<file path="config.mk">
export PLATFORM = sky130hd
export DESIGN_NAME = status_register_unit_flat
export DESIGN_NICKNAME = d
export VERILOG_FILES = /design/src/rtl/arm_defs_pkg.sv /design/src/rtl/status_register_unit_if.sv /design/src/rtl/flag_gen.sv /design/src/rtl/status_register_unit.sv /design/src/flat_wrapper.sv
export SDC_FILE = /design/constraint.sdc
export NUM_CORES = 1
export LEC_CHECK = 0
export BUFFER_PORTS_ARGS = -buffer_cell sky130_fd_sc_hd__clkbuf_2
export CORE_MARGIN = 4
export CORE_UTILIZATION = 39
export DETAILED_ROUTE_END_ITERATION = 7
export PLACE_DENSITY_LB_ADDON = 0.2
export SLEW_MARGIN = 20
export SYNTH_ARGS = -nofsm -noshare
export SYNTH_HDL_FRONTEND = slang
export SYNTH_SLANG_ARGS = --single-unit
</file>
<file path="constraint.sdc">
create_clock -name clk -period 2.23 [get_ports clk]
set_clock_uncertainty 0.05 [all_clocks]
set_input_delay 0.1115 -clock clk [delete_from_list [all_inputs] [get_ports clk]]
set_output_delay 0.1115 -clock clk [all_outputs]
set_load 0.1 [all_outputs]
</file>
<file path="src/rtl/arm_defs_pkg.sv">
// rtl/arm_defs_pkg.sv - shared EXE command encodings, flag indices and SR FSM state type
package arm_defs_pkg;

  localparam logic [3:0] CMD_NOP = 4'b0000;
  localparam logic [3:0] CMD_MOV = 4'b0001;
  localparam logic [3:0] CMD_ADD = 4'b0010;
  localparam logic [3:0] CMD_ADC = 4'b0011;
  localparam logic [3:0] CMD_SUB = 4'b0100;
  localparam logic [3:0] CMD_SBC = 4'b0101;
  localparam logic [3:0] CMD_AND = 4'b0110;
  localparam logic [3:0] CMD_ORR = 4'b0111;
  localparam logic [3:0] CMD_EOR = 4'b1000;
  localparam logic [3:0] CMD_MVN = 4'b1001;

  localparam int FLAG_N = 3;
  localparam int FLAG_Z = 2;
  localparam int FLAG_C = 1;
  localparam int FLAG_V = 0;

  typedef enum logic {
    ST_NORM = 1'b0,
    ST_EXC  = 1'b1
  } sr_state_t;

endpackage

</file>
<file path="src/rtl/status_register_unit_if.sv">
// rtl/status_register_unit_if.sv - EXE-side flag inputs and status outputs of the status register unit
interface status_register_unit_if #(
  parameter int WIDTH = 32
);
  logic             freeze;
  logic             flush;
  logic             s_bit;
  logic [3:0]       exe_cmd;
  logic [WIDTH-1:0] alu_result;
  logic             alu_c;
  logic             alu_v;
  logic             msr_we;
  logic [3:0]       msr_data;
  logic             exc_entry;
  logic             exc_return;
  logic [3:0]       sr;
  logic [3:0]       sr_next;
  logic [3:0]       spsr;
  logic             in_exception;
  logic             ret_error;

  modport master (
    output freeze, flush, s_bit, exe_cmd, alu_result, alu_c, alu_v,
           msr_we, msr_data, exc_entry, exc_return,
    input  sr, sr_next, spsr, in_exception, ret_error
  );

  modport slave (
    input  freeze, flush, s_bit, exe_cmd, alu_result, alu_c, alu_v,
           msr_we, msr_data, exc_entry, exc_return,
    output sr, sr_next, spsr, in_exception, ret_error
  );
endinterface

</file>
<file path="src/rtl/flag_gen.sv">
// rtl/flag_gen.sv - combinational NZCV computation from the EXE ALU outcome
module flag_gen
  import arm_defs_pkg::*;
#(
  parameter int WIDTH = 32
) (
  input  logic [3:0]       exe_cmd,
  input  logic [WIDTH-1:0] alu_result,
  input  logic             alu_c,
  input  logic             alu_v,
  input  logic             c_cur,
  input  logic             v_cur,
  output logic [3:0]       flags,
  output logic             flags_valid
);

  logic c_out;
  logic v_out;

  // Arithmetic ops take C/V from the ALU, logical ops keep them; NOP and unused codes never update.
  always_comb begin
    flags_valid = 1'b0;
    c_out       = c_cur;
    v_out       = v_cur;
    unique case (exe_cmd)
      CMD_ADD, CMD_ADC, CMD_SUB, CMD_SBC: begin
        flags_valid = 1'b1;
        c_out       = alu_c;
        v_out       = alu_v;
      end
      CMD_MOV, CMD_MVN, CMD_AND, CMD_ORR, CMD_EOR: begin
        flags_valid = 1'b1;
      end
      default: begin
        flags_valid = 1'b0;
      end
    endcase
    flags         = 4'b0000;
    flags[FLAG_N] = alu_result[WIDTH-1];
    flags[FLAG_Z] = (alu_result == '0);
    flags[FLAG_C] = c_out;
    flags[FLAG_V] = v_out;
  end

endmodule

</file>
<file path="src/rtl/status_register_unit.sv">
// rtl/status_register_unit.sv - architectural NZCV status register with saved copy and exception FSM
module status_register_unit
  import arm_defs_pkg::*;
#(
  parameter int WIDTH = 32
) (
  input logic                   clk,
  input logic                   rst,
  status_register_unit_if.slave bus
);

  logic [3:0] sr_q;
  logic [3:0] spsr_q;
  logic [3:0] sr_nxt;
  logic       ret_err_q;
  logic [3:0] alu_flags;
  logic       alu_flags_valid;
  logic       alu_upd;
  logic       ret_legal;
  logic       ret_illegal;
  sr_state_t  state_q;
  sr_state_t  state_d;

  flag_gen #(.WIDTH(WIDTH)) u_flag_gen (
    .exe_cmd     (bus.exe_cmd),
    .alu_result  (bus.alu_result),
    .alu_c       (bus.alu_c),
    .alu_v       (bus.alu_v),
    .c_cur       (sr_q[FLAG_C]),
    .v_cur       (sr_q[FLAG_V]),
    .flags       (alu_flags),
    .flags_valid (alu_flags_valid)
  );

  assign alu_upd     = bus.s_bit & ~bus.flush & ~bus.freeze;
  assign ret_legal   = bus.exc_return & (state_q == ST_EXC);
  assign ret_illegal = bus.exc_return & (state_q == ST_NORM);

  // Forwarded SR value: stall, legal return, MSR write, ALU update, hold -- in that priority.
  always_comb begin
    sr_nxt = sr_q;
    if (bus.freeze) begin
      sr_nxt = sr_q;
    end else if (ret_legal) begin
      sr_nxt = spsr_q;
    end else if (bus.msr_we) begin
      sr_nxt = bus.msr_data;
    end else if (alu_upd && alu_flags_valid) begin
      sr_nxt = alu_flags;
    end
  end

  // SR, SPSR and the illegal-return pulse; the entry snapshot sees the already-resolved sr_next.
  always_ff @(posedge clk) begin
    if (rst) begin
      sr_q      <= 4'b0000;
      spsr_q    <= 4'b0000;
      ret_err_q <= 1'b0;
    end else begin
      sr_q      <= sr_nxt;
      ret_err_q <= ~bus.freeze & ret_illegal;
      if (!bus.freeze && bus.exc_entry) begin
        spsr_q <= sr_nxt;
      end
    end
  end

  // FSM state register.
  always_ff @(posedge clk) begin
    if (rst) begin
      state_q <= ST_NORM;
    end else begin
      state_q <= state_d;
    end
  end

  // FSM next state: return is resolved before entry, so entry wins when both arrive together.
  always_comb begin
    state_d = state_q;
    if (!bus.freeze) begin
      unique case (state_q)
        ST_NORM: if (bus.exc_entry) state_d = ST_EXC;
        ST_EXC:  if (bus.exc_return && !bus.exc_entry) state_d = ST_NORM;
        default: state_d = ST_NORM;
      endcase
    end
  end

  // FSM outputs and register views.
  always_comb begin
    bus.in_exception = (state_q == ST_EXC);
    bus.sr           = sr_q;
    bus.sr_next      = sr_nxt;
    bus.spsr         = spsr_q;
    bus.ret_error    = ret_err_q;
  end

endmodule

</file>
<file path="src/flat_wrapper.sv">
// flat-port wrapper written by rule: the top's interface ports become plain ports
module status_register_unit_flat import arm_defs_pkg::*;
#(
  parameter int WIDTH = 32
)
  (clk, rst, bus_freeze, bus_flush, bus_s_bit, bus_exe_cmd, bus_alu_result, bus_alu_c, bus_alu_v, bus_msr_we, bus_msr_data, bus_exc_entry, bus_exc_return, bus_sr, bus_sr_next, bus_spsr, bus_in_exception, bus_ret_error);
  status_register_unit_if #(.WIDTH(WIDTH)) bus_i ();
  input logic clk;
  input logic rst;
  input wire logic [$bits(bus_i.freeze)-1:0] bus_freeze;
  input wire logic [$bits(bus_i.flush)-1:0] bus_flush;
  input wire logic [$bits(bus_i.s_bit)-1:0] bus_s_bit;
  input wire logic [$bits(bus_i.exe_cmd)-1:0] bus_exe_cmd;
  input wire logic [$bits(bus_i.alu_result)-1:0] bus_alu_result;
  input wire logic [$bits(bus_i.alu_c)-1:0] bus_alu_c;
  input wire logic [$bits(bus_i.alu_v)-1:0] bus_alu_v;
  input wire logic [$bits(bus_i.msr_we)-1:0] bus_msr_we;
  input wire logic [$bits(bus_i.msr_data)-1:0] bus_msr_data;
  input wire logic [$bits(bus_i.exc_entry)-1:0] bus_exc_entry;
  input wire logic [$bits(bus_i.exc_return)-1:0] bus_exc_return;
  output wire logic [$bits(bus_i.sr)-1:0] bus_sr;
  output wire logic [$bits(bus_i.sr_next)-1:0] bus_sr_next;
  output wire logic [$bits(bus_i.spsr)-1:0] bus_spsr;
  output wire logic [$bits(bus_i.in_exception)-1:0] bus_in_exception;
  output wire logic [$bits(bus_i.ret_error)-1:0] bus_ret_error;
  assign bus_i.freeze = bus_freeze;
  assign bus_i.flush = bus_flush;
  assign bus_i.s_bit = bus_s_bit;
  assign bus_i.exe_cmd = bus_exe_cmd;
  assign bus_i.alu_result = bus_alu_result;
  assign bus_i.alu_c = bus_alu_c;
  assign bus_i.alu_v = bus_alu_v;
  assign bus_i.msr_we = bus_msr_we;
  assign bus_i.msr_data = bus_msr_data;
  assign bus_i.exc_entry = bus_exc_entry;
  assign bus_i.exc_return = bus_exc_return;
  assign bus_sr = bus_i.sr;
  assign bus_sr_next = bus_i.sr_next;
  assign bus_spsr = bus_i.spsr;
  assign bus_in_exception = bus_i.in_exception;
  assign bus_ret_error = bus_i.ret_error;
  status_register_unit #(.WIDTH(WIDTH)) u_core (.clk(clk), .rst(rst), .bus(bus_i));
endmodule
</file>
==> summary.txt <==
Floorplanning
  • Die height: 50.77 um
  • DIE AREA: 2577 um2
  • IO Count: 64
  • Cell Rows: 15
  • Starting Density: 41.30%
  • Die Wd: 50.77 um
  • Core area: 1727 um2

Worst setup path
  • Worst-path fanout max: 10
  • Startpoint types: flop
  • Max incr delay on CP: 420 ps
  • CP endpoint kind: output pin
  • Arr. time, crit path: 1910 ps
  • Worst EP required: 2070 ps
  • Critical path type: reg -> out
  • CP Cell Sequence: and2_1 -> o21ai_0 -> a311oi_2 -> a21oi_4 -> buf_12
  • CP bufs+invs: 1
  • Crit-path slowest cell: a311oi_2
  • Top Family by Delay on Critical Path: compound AO/OA/AOI/OAI gates

CTS
  • Worst skew pair latency: 260 ps
  • H-tree depth: 1
  • Clock buffer depth: 2
  • CTS root buf: clkbuf_4
  • Worst-path clk slew: 60 ps
  • Cts bufs inserted: 3
  • Sink Count: 10
  • Post-CTS repair timing setup buffer count: 0
  • CTS tree: done

Route
  • DR WL/cell: 13.08 um
  • Vias per std cell: 5.292
  • 1st-iter DRT viols: 16
  • 1st-pass router iterations: 4
  • Post-route DRC violation count: 0
  • Final wirelength: 2329 um
  • ANT nets after route: 0
  • Vias: 942

Layout
  • Nets@finish: 205
  • Area Growth Syn to Fin: 60.88%
  • Inserted Diodes: 0
  • Layout cells sized above 1: 50.98%
  • Final instance area: 1147 um2
  • Core Util, Final: 66.45%

Synth
  • Synth warn: 0
  • Most frequent cell after synthesis: dfxtp_1
  • Mean Syn Cell Area: 7.669 um2
  • Top cells by count, synth: dfxtp_1, nor2_1, nor4_1
  • Post-synth top area cell: dfxtp_1
  • Register area share after synthesis: 28.07%
  • Synth Area in Simple Gates: 39.30%
  • Synth Instances: 93
  • Distinct cell type count after synthesis: 33
  • Adder-Cell Fraction of Synth Area: 0%
  • Syn nets: 143
  • Top_reg_cell synth: dfxtp_1
  • Mux share of post-synthesis cell area: 0%
  • Largest family of logic cells by synthesized area: simple AND/OR/NAND/NOR gates
  • Mapped Area: 713.2 um2
  • FFs w/ async S/R, synth: 0%
  • FF+latch count, synth: 10
  • Synth Area in Compound Gates: 25.61%
  • XOR/XNOR Fraction of Synth Area: 1.228%
  • Top cell type's share of synthesized area: 28.07%
  • Post-synth EDFFs: 0
  • Top post-synthesis cells by area: dfxtp_1, nor4_1, a21oi_1

Placed design
  • Final HPWL DP: 1978 um
  • Cell Area, Placed: 1119 um2
  • GP Congestion: 0.8584
  • Port bufs: 63
  • Place WS: 309.1 ps

Power and ir drop
  • Leak Pwr: 0.5219 nW
  • Power Dens Cells: 546.3 nW/um2
  • Peak supply drop: 0.3716 mV

Global route
  • First-pass GRT wire length: 4050 um
  • Initial antenna violation count: 0
  • Total congestion overflow: 0
  • Largest net degree at the start of global routing: 15
  • Tot GR Track Use: 20.14%
  • Vias in the first global route: 985

Timing
  • Worst Tran Pin Value: 542.0 ps
  • Setup TNS: 0 ps
  • Fmax: 483.7 MHz
  • Final worst slack: 162.8 ps
  • Period utilization: 92.70%
  • Final hold vios: 0
  • Fin. max-slew vios: 0
  • Relative slew slack: 64.02%
  • Final worst path period need: 2067 ps
  • Finish-stage setup viols: 0
  • RSZ-0062 raised after global routing: false

Status
  • Status: finished clean

Min path
  • Worst Hold Class: in -> reg

Run
  • # Max-Cap Violations: 0
metal layers:
layer  share of wire (%)  global-route usage (%)
met2                  52                   32.83
met4                   0                   5.381
met3                 6.4                   7.122
met5                   0                       0
met1                  41                   24.96
cells in the final DEF, fill, tap and decap left out, drive strengths merged, types with 2 or more instances in the layout:
cell type / n
nand2: 4
nor3: 3
nor4: 8
or4: 4
a21oi: 7
clkbuf: 62
nor2: 8
nand2b: 2
a211oi: 3
nand3b: 2
a31oi: 2
dfxtp: 10
nand3: 5
a311oi: 2
inv: 3
buf: 4
nand4: 2
a32oi: 2
nor2b: 5
o21ai: 5
worst paths after layout:
kind                                               from                    to  slack [ps]  cells past startpoint
worst max-delay path            u_core.bus.in_exception        bus_sr_next[2]         160                      5
worst min-delay path                     bus_exc_return  u_core.bus.ret_error         110                      3
worst max register to register  u_core.bus.in_exception      u_core.bus.sr[2]         570                      4
worst min register to register  u_core.bus.in_exception  u_core.bus.ret_error         420                      1
final cells by class:
| type | count | area (um2) |
|---|---|---|
| clock buffers | 3 | 22.52 |
| multi-input cells | 74 | 516.7 |
| well taps | 25 | 31.28 |
| fillers | 158 | 579.3 |
| flip-flops and latches | 10 | 202.7 |
| inverters | 3 | 11.26 |
| repair buffers | 63 | 362.8 |
worst min-delay path, stage by stage:
cell,delay (ps)
clkbuf_2,110
nand2b_1,100
nor3_1,50
where the power goes:
group	switching [mW]	internal [mW]	total [mW]
combinational	0.212	0.0946	0.307
sequential	0.00999	0.191	0.201
clock	0.0573	0.0622	0.119
cell families (layout without fill, tap and decap cells):
family | after synthesis | count (layout)
buffers and inverters | 9 | 69
AO/OA/AOI/OAI | 26 | 26
flip-flops | 10 | 10
AND/OR/NAND/NOR | 47 | 47
XOR/XNOR | 1 | 1
registers in the layout (all words and copies together), names as in the netlist:
name                     count
u_core.bus.spsr              4
u_core.bus.in_exception      1
u_core.bus.ret_error         1
u_core.bus.sr                4
stage by stage:
stage                     total power, mW  hold WS (ps)  std cells
after global placement             0.5050         355.8        175
final                              0.6268         105.4        178
after floorplan                    0.4153         217.9         93
after detailed placement           0.5095         351.9        175
after CTS                          0.6313         99.59        178
after global routing               0.6635         105.2        178
repair_timing:
| action | in CTS | in global routing |
|---|---|---|
| resized for setup | 0 | 1 |
| hold buffers | 0 | 0 |
| setup endpoints to repair | 0 | 1 |
Power figures use the tool's default switching activity.
